$ cat src/rtl/riscv_membuf_ot.sv
// Memory access buffer: DEPTH-entry request FIFO with outstanding-ack tracking and flush-time ack discard.
// Optional same-cycle forwarding on an empty queue is enabled by defining RV_MEMBUF_BYPASS_EN.
module riscv_membuf_ot #(
  parameter int DEPTH       = 4,
  parameter int DBITS       = 32,
  parameter int MAX_PENDING = 2,
  localparam int CW         = $clog2(MAX_PENDING + 1)
) (
  input  logic             clk_i,
  input  logic             rst_ni,
  input  logic             clr_i,
  input  logic             ena_i,
  input  logic             req_i,
  input  logic [DBITS-1:0] d_i,
  output logic             req_o,
  output logic [DBITS-1:0] q_o,
  input  logic             ack_i,
  output logic             ack_o,
  output logic             empty_o,
  output logic             full_o,
  output logic [CW-1:0]    pending_o,
  output logic             ovf_o
);

  localparam int AW = $clog2(DEPTH);
  localparam logic [CW:0] MAX_P = (CW + 1)'(MAX_PENDING);

  logic [DBITS-1:0] mem_q [DEPTH];
  logic [AW:0]      wr_ptr_q, wr_ptr_d, rd_ptr_q, rd_ptr_d;
  logic [CW-1:0]    pend_q, pend_d, disc_q, disc_d;

  logic [CW:0]      inflight;
  logic [DBITS-1:0] head;
  logic             credit, bypass, issue, pop, push_req, push;
  logic             ack_disc, ack_live;

  assign empty_o   = (wr_ptr_q == rd_ptr_q);
  assign full_o    = (wr_ptr_q[AW] != rd_ptr_q[AW]) && (wr_ptr_q[AW-1:0] == rd_ptr_q[AW-1:0]);
  assign pending_o = pend_q;
  assign head      = mem_q[rd_ptr_q[AW-1:0]];

  // An ack in the same cycle frees a slot that the next issue may take immediately.
  assign inflight = {1'b0, pend_q} + {1'b0, disc_q};
  assign credit   = (inflight < MAX_P) | ack_i;

`ifdef RV_MEMBUF_BYPASS_EN
  assign bypass = empty_o & req_i;
  assign q_o    = empty_o ? d_i : head;
`else
  assign bypass = 1'b0;
  assign q_o    = empty_o ? '0 : head;
`endif

  assign issue    = ena_i & ~clr_i & credit & (~empty_o | bypass);
  assign pop      = issue & ~empty_o;
  assign push_req = req_i & ena_i & ~clr_i & ~(bypass & issue);
  assign push     = push_req & (~full_o | pop);
  assign ovf_o    = push_req & full_o & ~pop;
  assign req_o    = issue;

  // Acks retire discarded requests first: they are older than any live one.
  assign ack_disc = ack_i & (disc_q != '0);
  assign ack_live = ack_i & (disc_q == '0) & (pend_q != '0);
  assign ack_o    = ack_live;

  always_comb begin
    wr_ptr_d = wr_ptr_q;
    rd_ptr_d = rd_ptr_q;
    pend_d   = pend_q;
    disc_d   = disc_q;
    if (clr_i) begin
      wr_ptr_d = '0;
      rd_ptr_d = '0;
      pend_d   = '0;
      disc_d   = CW'(inflight - (CW + 1)'(ack_disc | ack_live));
    end else begin
      if (push) wr_ptr_d = wr_ptr_q + 1'b1;
      if (pop)  rd_ptr_d = rd_ptr_q + 1'b1;
      disc_d = disc_q - CW'(ack_disc);
      pend_d = pend_q - CW'(ack_live) + CW'(issue);
    end
  end

  always_ff @(posedge clk_i or negedge rst_ni) begin
    if (!rst_ni) begin
      wr_ptr_q <= '0;
      rd_ptr_q <= '0;
      pend_q   <= '0;
      disc_q   <= '0;
    end else begin
      wr_ptr_q <= wr_ptr_d;
      rd_ptr_q <= rd_ptr_d;
      pend_q   <= pend_d;
      disc_q   <= disc_d;
    end
  end

  always_ff @(posedge clk_i) begin
    if (push) mem_q[wr_ptr_q[AW-1:0]] <= d_i;
  end

endmodule

$ cat config.mk
export PLATFORM = sky130hd
export DESIGN_NAME = riscv_membuf_ot
export DESIGN_NICKNAME = d
export VERILOG_FILES = /design/src/rtl/riscv_membuf_ot.sv
export SDC_FILE = /design/constraint.sdc
export NUM_CORES = 1
export LEC_CHECK = 0
export ABC_AREA = 0
export CAP_MARGIN = 20
export CORE_MARGIN = 2
export CORE_UTILIZATION = 30
export CTS_CLUSTER_SIZE = 24
export DETAILED_ROUTE_END_ITERATION = 6
export HOLD_SLACK_MARGIN = 0.03
export MAX_ROUTING_LAYER = met4
export PLACE_DENSITY = 0.63
export REMOVE_ABC_BUFFERS = 1
export SLEW_MARGIN = 20
export SYNTH_ARGS = -nofsm -noshare
export SYNTH_HDL_FRONTEND = slang
export SYNTH_SLANG_ARGS = --single-unit
$ cat constraint.sdc
create_clock -name clk_i -period 3 [get_ports clk_i]
set_input_delay 0.6 -clock clk_i [delete_from_list [all_inputs] [get_ports clk_i]]
set_output_delay 0.6 -clock clk_i [all_outputs]
set_load 0.05 [all_outputs]
==> out/qor.yml, run 1 <==
critical_path:
  cp-start-kind: "flop"
  endpoint_kind: "primary output"
  cp_slowest_cell: "or4_4"
  crit_fanout: 2
  r2r_start: "pending_o[0]$_DFF_PN0_"
  reg2regPathDepth: 8
  crit_family: "adder cells"
  path_class: "reg2out"
  crit_path_max_incr_delay_ns: 0.45
  required_ns: 2.40
  reg2reg_slack_ns: 0.26
  critical_path.cell_chain: "ha_2 -> inv_2 -> fa_1 -> a21o_1 -> or4_4 -> nor2_4 -> buf_12"
  arrival_ns: 2.38
  rr_endpoint: "mem_q[3][2]$_DFFE_PP_"
  cp_num_buf_inv: 2
logic_synthesis:
  synthCells: 289
  synth_xor_area_share_pct: 1.54
  yosys_warnings: 0
  synth.area.top_cells: "edfxtp_1, mux4_2, dfrtp_1"
  synth_commonest_cells: "edfxtp_1, nor2b_1, mux4_2"
  syn-mean-instance-area_sq_um: 19.4
  synth_compound_area_share_pct: 1.16
  syn-cell-area_sq_um: 5620
  synthFlopType: "edfxtp_1"
  synth_area_leader_cell: "edfxtp_1"
  synthArstFlopShare_pct: 7.25
  ys_seq_elements: 138
  yosysMostFrequentCell: "edfxtp_1"
  synth-seq-area-share_pct: 72.9
  synth_top_family_by_area: "multiplexers"
  synth_top_area_share_pct: 68.4
  synth.area.mux_share_pct: 13.4
  yosys.area_share.simple_pct: 6.55
  synth_cell_types: 33
  synth_fa_ha_area_share_pct: 2.58
  synth-edff-count: 128
sta:
  skew_ns: 0.00616
  max_freq_ghz: 0.336
  slew_headroom_pct: 52.1
  final_hold_viol_count: 0
  rsz0062_at_grt: "true"
  slew_viol_final: 0
  fin_crit_sh_pct: 99.3
  worst_pin_slew_ns: 0.712
  finalCriticalPeriod_ns: 2.98
  fin_ws_ns: 0.0205
  tns_ns: 0
  hold_ws_ns: 0.544
  finalSetupViolCount: 0
hold_path:
  hp-class: "in2async"
die:
  dieWidth_um: 141
  die_height_um: 141
  start_util_pct: 30.3
  rows: 50
  die-area_sq_um: 19800
  coreArea_sq_um: 18500
  pin_count: 77
grt:
  grt_pass1_wl_mm: 17.4
  met3_usage_pct: 4.62
  grt_busiest_layer: "met2"
  globalRouteMet2Util_pct: 19.6
  grt_max_degree: 35
  grt_use_met1_pct: 14.5
  grt_remaining_overflow: 0
  grt_pass1_vias: 3124
  grt_antenna_before_repair: 1
  grt_usage_pct: 12.2
clock_tree:
  cts_buffers: 17
  cts_tree: "built"
  cts_root_buffer: "clkbuf_16"
  clk_latency_ns: 0.41
  cts.sinks: 138
  clk_pin_slew_worst_paths_ns: 0.06
  htreeDepth: 4
  clockBufferDepth: 2
  hold_buffers: 0
detailed_routing:
  drt-total-wl_mm: 11.0
  avgViaCountPerCell: 4.58
  vias: 2915
  route.detailed.drc: 0
  first_iter_violations: 137
  first_pass_iters: 4
  ant_nets: 0
  drt-wirelength-per-cell_um: 17.2
placement:
  gp_congestion: 0.728
  port_buffers: 76
  dpl.hpwl_mm: 6.50
  pre_cts_slack_ns: 0.108
run:
  drv_cap: 0
power_and_ir_drop:
  cellPowerDensity_nw_per_um2: 676
  peakVddDrop_v: 0.000390
  leakage_nw: 2.53
cells_and_area:
  fin_util_pct: 39.9
  syn_to_final_growth_pct: 31.4
  drive_above_1_share_pct: 32.9
  nNetsFinal: 437
run_status:
  status: "finished clean"
-- worst max-delay path by stage --
stage | start | slack, ns | cells after the start | to
6_report | pending_o[0]$_DFF_PN0_ | 0.02 | 7 | ovf_o
5_1_grt | pending_o[0]$_DFF_PN0_ | -0.08 | 7 | ovf_o
4_1_cts | pending_o[0]$_DFF_PN0_ | -0.04 | 7 | ovf_o
3_5_place_dp | ena_i | 0.11 | 4 | mem_q[3][28]$_DFFE_PP_
3_3_place_gp | ena_i | 0.16 | 4 | mem_q[3][28]$_DFFE_PP_
2_1_floorplan | rd_ptr_q[0]$_DFFE_PN0P_ | -1.54 | 8 | pending_o[1]$_DFF_PN0_
-- final cells by class --
class | count | area, sq um
Sequential cell | 138 | 4100
Tap cell | 234 | 293
Clock inverter | 15 | 165
Inverter | 11 | 41.3
Timing Repair Buffer | 92 | 912
Clock buffer | 17 | 425
Fill cell | 1688 | 11100
Antenna cell | 1 | 2.50
Multi-Input combinational cell | 128 | 1450
-- worst register-to-register path, stage by stage, from the launching register on --
cell and delay [ns]:
dfrtp_1 0.39, ha_2 0.19, inv_2 0.05, fa_1 0.42, a21o_1 0.20, buf_4 0.16
nor4_1 0.55, nor2_4 0.28, buf_16 0.25
-- cell usage in the layout (no fill, tap or decap), types with 2 or more instances in the layout --
cell type	Yosys	layout
and3_2	0	3
buf_12	0	8
buf_4	0	43
bufinv_16	0	2
clkbuf_16	0	17
clkdlybuf4s50_1	0	39
clkinv_2	0	3
clkinv_4	0	5
dfrtp_1	10	8
dfrtp_2	0	2
edfxtp_1	128	128
ha_1	10	9
inv_1	11	10
inv_6	0	4
mux2i_1	2	2
mux4_2	32	32
nand2_1	4	4
nand3_1	2	2
nor2_1	11	9
nor2_4	0	3
nor2b_1	35	35
o21ai_0	4	4
xnor2_1	5	5
xor2_1	3	3
-- timing repair --
action	in CTS	in global routing
setup buffers	4	2
endpoints found under the setup margin	5	2
resized for setup	6	0
pin swaps	3	3
-- metal layers --
| metal | routed length [um] | share of wire (%) |
|---|---|---|
| met2 | 5550 | 51 |
| met1 | 4780 | 44 |
| met5 | 0 | 0 |
| met3 | 541 | 4.9 |
| met4 | 92 | 0.84 |
-- cells by family after synthesis --
group	count (synthesis)
adders and majority gates	11
muxes	35
DFF	138
and+or+nand+nor	64
xor gates and xnor gates	9
AOI/OAI and AO/OA	9
buffers and inverters	23
-- through the flow --
step	instances	area, sq um	total power, mW
after global placement	596	6700	2.93
after CTS	632	7340	5.05
after detailed placement	596	6700	2.95
final	636	7380	4.99
after global routing	636	7380	5.20
after floorplan	277	5550	2.68
-- power by group --
part           switching (mW)  total, mW  internal [mW]
Sequential             0.0202       2.16           2.14
Clock                   0.809       2.05           1.24
Combinational           0.446      0.779          0.333
Total                    1.27       4.99           3.71
-- state kept, by name (all words and copies together) (netlist names) --
signal / flops
disc_q: 2
mem_q: 128
pending_o: 2
rd_ptr_q: 3
wr_ptr_q: 3
(Power assumes the default switching activity.)
==> inputs of run 2 (changes only) <==
--- a/config.mk
+++ b/config.mk
@@ -13,7 +13,7 @@
 export DETAILED_ROUTE_END_ITERATION = 6
 export HOLD_SLACK_MARGIN = 0.03
 export MAX_ROUTING_LAYER = met4
-export PLACE_DENSITY = 0.63
+export PLACE_DENSITY = 0.61
 export REMOVE_ABC_BUFFERS = 1
 export SLEW_MARGIN = 20
 export SYNTH_ARGS = -nofsm -noshare
==> constraint.sdc (replaced) <==
create_clock -name clk_i -period 3.35 [get_ports clk_i]
set_input_delay 0.67 -clock clk_i [delete_from_list [all_inputs] [get_ports clk_i]]
set_output_delay 0.67 -clock clk_i [all_outputs]
set_load 0.05 [all_outputs]
==> out/qor.yml, run 2 (synthesis gave the netlist of run 1 again) <==
run_status:
  status: "finished clean"
detailed_routing:
  drt-total-wl_mm: 10.7
  ant_nets: 0
  drt-wirelength-per-cell_um: 17.2
  first_iter_violations: 115
  avgViaCountPerCell: 4.59
  first_pass_iters: 4
  vias: 2867
  route.detailed.drc: 0
clock_tree:
  cts_root_buffer: "clkbuf_16"
  clockBufferDepth: 2
  clk_latency_ns: 0.42
  htreeDepth: 4
  cts.sinks: 138
  clk_pin_slew_worst_paths_ns: 0.06
  cts_buffers: 17
  cts_tree: "built"
sta:
  worst_pin_slew_ns: 0.942
  slew_viol_final: 0
  fin_crit_sh_pct: 96.8
  max_freq_ghz: 0.308
  rsz0062_at_grt: "false"
  skew_ns: 0.0155
  tns_ns: 0
  finalCriticalPeriod_ns: 3.24
  final_hold_viol_count: 0
  slew_headroom_pct: 37.2
  finalSetupViolCount: 0
die:
  die-area_sq_um: 19800
  dieWidth_um: 141
  coreArea_sq_um: 18500
  die_height_um: 141
  rows: 50
  start_util_pct: 30.3
  pin_count: 77
critical_path:
  critical_path.cell_chain: "ha_1 -> inv_1 -> fa_1 -> a21o_1 -> or4_4 -> nor2_4 -> buf_12"
  required_ns: 2.68
  cp_num_buf_inv: 2
  crit_path_max_incr_delay_ns: 0.50
  cp_slowest_cell: "or4_4"
  path_class: "reg2out"
  crit_family: "adder cells"
  cp-start-kind: "flop"
  arrival_ns: 2.57
  crit_fanout: 6
  endpoint_kind: "primary output"
cells_and_area:
  final_common_cell: "edfxtp_1"
  nFillCells: 1677
  layout_common_cells: "edfxtp_1, clkdlybuf4s50_1, nor2b_1"
  syn_to_final_growth_pct: 31.6
  nNetsFinal: 427
  drive_above_1_share_pct: 22.8
  final-seq-area_sq_um: 4100
  fin_area_sq_um: 7390
  largest_reg_flops: 128
  multi_input_area_sq_um: 1440
  antenna_cells: 0
grt:
  met3_usage_pct: 3.06
  grt_remaining_overflow: 0
  grt_antenna_before_repair: 0
  grt_max_degree: 34
  grt_use_met1_pct: 14.3
  grt_busiest_layer: "met2"
  grt_usage_pct: 11.7
  grt_pass1_vias: 3094
  grt_pass1_wl_mm: 16.5
  globalRouteMet2Util_pct: 18.8
placement:
  port_buffers: 76
  post_dp_cell_area_sq_um: 6710
  dpl.hpwl_mm: 6.36
  gp_congestion: 0.744
hold_path:
  hp-class: "reg2reg"
power_and_ir_drop:
  leakage_nw: 2.90
  cellPowerDensity_nw_per_um2: 604
  peakVddDrop_v: 0.000322
run:
  drv_cap: 0
==> run 2: cell types whose count changed in the layout (fill, tap and decap cells not counted), sizes merged <==
cell / change
clkdlybuf4s50: +1
dlymetal6s2s: +28
diode: -1
inv: -3
clkinv: -1
buf: -39
clkbuf: +2
bufinv: +1
clkinvlp: +1
==> run 2: stage by stage <==
step           setup WS [ns]  hold slack (ns)  utilization, %  power (mW)  cells
2_1_floorplan          -1.19            0.374               -        2.40    277
3_3_place_gp           0.438            0.570            36.2        2.63    593
3_5_place_dp           0.371            0.584            36.2        2.65    593
4_1_cts               0.0125            0.596            39.5        4.54    625
5_1_grt               0.0228            0.620            39.9        4.65    625
6_report               0.108            0.587            39.9        4.46    625
==> run 2: repair_timing <==
action / in CTS / in global routing
setup buffers: 0 / 0
endpoints found under the setup margin: 1 / 29
gates resized for setup: 2 / 29
hold buffers: 0 / 0
==> run 2: worst paths after layout <==
kind	slack (ns)	start	to	depth (start not counted)
worst max-delay path	0.11	pending_o[0]$_DFF_PN0_	ovf_o	7
worst min-delay path	0.59	wr_ptr_q[2]$_DFFE_PN0P_	wr_ptr_q[2]$_DFFE_PN0P_	1
worst max register to register	0.50	pending_o[0]$_DFF_PN0_	mem_q[2][24]$_DFFE_PP_	6
worst min register to register	0.59	wr_ptr_q[2]$_DFFE_PN0P_	wr_ptr_q[2]$_DFFE_PN0P_	1
max in group asynchronous	2.37	rst_ni	rd_ptr_q[1]$_DFFE_PN0P_	1
min in group asynchronous	0.60	rst_ni	pending_o[1]$_DFF_PN0_	1
==> run 2: power breakdown <==
part,switching [mW],leakage [nW],internal (mW)
registers,0.0232,1.29,1.92
logic,0.379,1.32,0.273
clock network,0.694,0.292,1.18
total,1.10,2.90,3.37
==> run 2: worst register-to-register path: cells and delay by family, from the launching register on <==
family	cells	cell delay, ns
buffers and inverters	1	0.07
flip-flops	1	0.41
AND/OR/NAND/NOR	2	1.07
adder cells (fa/ha/maj)	2	0.65
AO/OA/AOI/OAI	1	0.25
==> run 2: routing by layer <==
layer	part of all wire [%]	up-vias
li1	-	1311
met1	43	1478
met2	52	69
met3	3.8	9
met4	1.3	0
met5	0	-
==> run 2: cell type report <==
cell class | instances | share of cell area [%]
Timing Repair Buffer | 82 | 12.4
Clock inverter | 13 | 2.28
Sequential cell | 138 | 55.4
Clock buffer | 19 | 5.85
Inverter | 11 | 0.558
Multi-Input combinational cell | 128 | 19.5
Tap cell | 234 | 3.96
==> inputs of run 3 (changes only) <==
--- a/config.mk
+++ b/config.mk
@@ -7,10 +7,11 @@
 export LEC_CHECK = 0
 export ABC_AREA = 0
 export CAP_MARGIN = 20
-export CORE_MARGIN = 2
+export CORE_MARGIN = 3
 export CORE_UTILIZATION = 30
 export CTS_CLUSTER_SIZE = 24
 export DETAILED_ROUTE_END_ITERATION = 6
+export GPL_TIMING_DRIVEN = 0
 export HOLD_SLACK_MARGIN = 0.03
 export MAX_ROUTING_LAYER = met4
 export PLACE_DENSITY = 0.61
==> out/qor.yml, run 3 (synthesis gave the netlist of run 1 again) <==
cells_and_area:
  syn_to_final_growth_pct: 28.9
  layout_common_cells: "edfxtp_1, clkdlybuf4s50_1, nor2b_1"
  fin_area_sq_um: 7240
  drive_above_1_share_pct: 27.5
  nNetsFinal: 429
  largest_reg_flops: 128
  final_common_cell: "edfxtp_1"
  nFillCells: 1653
  antenna_cells: 0
power_and_ir_drop:
  peakVddDrop_v: 0.000315
  cellPowerDensity_nw_per_um2: 588
  finalPower_mw: 4.26
  leakage_nw: 2.47
placement:
  post_dp_cell_area_sq_um: 6800
  pre_cts_slack_ns: -0.157
  port_buffers: 76
  gp_congestion: 0.751
  dpl.hpwl_mm: 7.14
detailed_routing:
  drt-wirelength-per-cell_um: 17.3
  route.detailed.drc: 0
  avgViaCountPerCell: 4.62
  ant_nets: 0
  first_pass_iters: 4
  drt-total-wl_mm: 10.8
  first_iter_violations: 180
  vias: 2875
critical_path:
  required_ns: 2.68
  crit_start: "rd_ptr_q[0]$_DFFE_PN0P_"
  crit_path_end: "q_o[0]"
  cp-start-kind: "flop"
  path_class: "reg2out"
  endpoint_kind: "primary output"
  cp_slowest_cell: "dfrtp_4"
  crit_path_max_incr_delay_ns: 0.66
  reg2reg_slack_ns: 0.54
  reg2regPathDepth: 7
  rr_endpoint: "mem_q[0][10]$_DFFE_PP_"
  crit_family: "buffers and inverters"
  arrival_ns: 2.54
  cp_num_buf_inv: 2
  critical_path.cell_chain: "xor2_1 -> or2_4 -> nor2_4 -> buf_16 -> nor2b_1 -> dlygate4sd2_1"
  crit_fanout: 19
  r2r_start: "pending_o[0]$_DFF_PN0_"
  cp.depth: 6
grt:
  grt_max_degree: 21
  grt_pass1_wl_mm: 17.0
  grt_antenna_before_repair: 0
  grt_usage_pct: 11.6
  grt_pass1_vias: 3099
  grt_remaining_overflow: 0
clock_tree:
  hold_buffers: 0
  clk_pin_slew_worst_paths_ns: 0.06
  cts_buffers: 17
  clk_latency_ns: 0.41
  cts.sinks: 138
  cts_root_buffer: "clkbuf_16"
  htreeDepth: 4
  clockBufferDepth: 2
  cts_tree: "built"
die:
  dieWidth_um: 143
  die-area_sq_um: 20400
  die_height_um: 143
  coreArea_sq_um: 18200
  rows: 49
  start_util_pct: 30.9
  pin_count: 77
sta:
  slew_headroom_pct: 49.2
  fin_ws_ns: 0.143
  final_hold_viol_count: 0
  finalSetupViolCount: 0
  worst_pin_slew_ns: 0.754
  rsz0062_at_grt: "false"
  finalCriticalPeriod_ns: 3.21
  fin_crit_sh_pct: 95.7
  max_freq_ghz: 0.312
  hold_ws_ns: 0.578
  slew_viol_final: 0
  skew_ns: 0.00738
run_status:
  status: "finished clean"
hold_path:
  hp-class: "in2async"
run:
  drv_cap: 0
run 3: cell types whose count changed in the layout (fill, tap and decap cells not counted), sizes merged:
cell           change
buf                -5
bufinv             -2
clkinvlp           +1
dlygate4sd2        +4
dlymetal6s2s      -27
inv                -2
clkdlybuf4s15      +5
clkbuf            +24
clkinv             +4
run 3: worst reg2reg max path, delay by kind of cell, from the launching register on:
| kind | cells | cell delay, ns |
|---|---|---|
| compound gates | 1 | 0.25 |
| fa+ha+maj | 2 | 0.66 |
| flops | 1 | 0.41 |
| buf+inv | 2 | 0.31 |
| simple gates | 2 | 0.92 |
run 3: routing by layer:
metal | global-route usage, % | part of all wire [%] | wire length (um) | vias to the layer above
li1 | - | - | - | 1308
met1 | 14.2 | 43 | 4630 | 1486
met2 | 18.4 | 51 | 5500 | 71
met3 | 3.38 | 4.9 | 525 | 10
met4 | 4.35 | 1.2 | 134 | 0
met5 | - | 0 | 0 | -
run 3: how the worst min path moves through the flow:
| stage | start | to | slack [ns] |
|---|---|---|---|
| after global routing | rst_ni | wr_ptr_q[2]$_DFFE_PN0P_ | 0.60 |
| final | rst_ni | pending_o[0]$_DFF_PN0_ | 0.58 |
| after detailed placement | wr_ptr_q[2]$_DFFE_PN0P_ | wr_ptr_q[2]$_DFFE_PN0P_ | 0.58 |
| after CTS | rst_ni | pending_o[0]$_DFF_PN0_ | 0.58 |
| after floorplan | rst_ni | disc_q[0]$_DFF_PN0_ | 0.37 |
| after global placement | wr_ptr_q[2]$_DFFE_PN0P_ | wr_ptr_q[2]$_DFFE_PN0P_ | 0.56 |
run 3: power breakdown:
group / switching (mW) / leakage, nW / internal (mW) / total, mW
logic: 0.375 / 0.923 / 0.257 / 0.632
clock network: 0.666 / 0.262 / 1.01 / 1.67
registers: 0.0382 / 1.29 / 1.92 / 1.96
total: 1.08 / 2.47 / 3.18 / 4.26
run 3: area by class of cell:
| cell class | instances | area (sq um) | share of cell area, % |
|---|---|---|---|
| Tap cell | 229 | 287 | 3.96 |
| Inverter | 11 | 41.3 | 0.570 |
| Timing Repair Buffer | 84 | 832 | 11.5 |
| Clock inverter | 14 | 108 | 1.49 |
| Sequential cell | 138 | 4100 | 56.6 |
| Multi-Input combinational cell | 128 | 1450 | 20.0 |
| Clock buffer | 18 | 429 | 5.92 |
run 3: what timing repair did:
action	4_1_cts	5_1_grt
pin swaps	1	0
endpoints found under the setup margin	35	32
gates resized for setup	43	58
setup buffers	1	0
hold endpoints to repair	0	0
run 3: per-stage QoR:
stage	cells	TNS [ns]	utilization (%)
after floorplan	277	-48.55	-
after global placement	582	-277.58	36.2
after detailed placement	589	-0.850	37.3
after CTS	622	-0.00113	40.2
after global routing	622	0	39.8
final	622	0	39.8
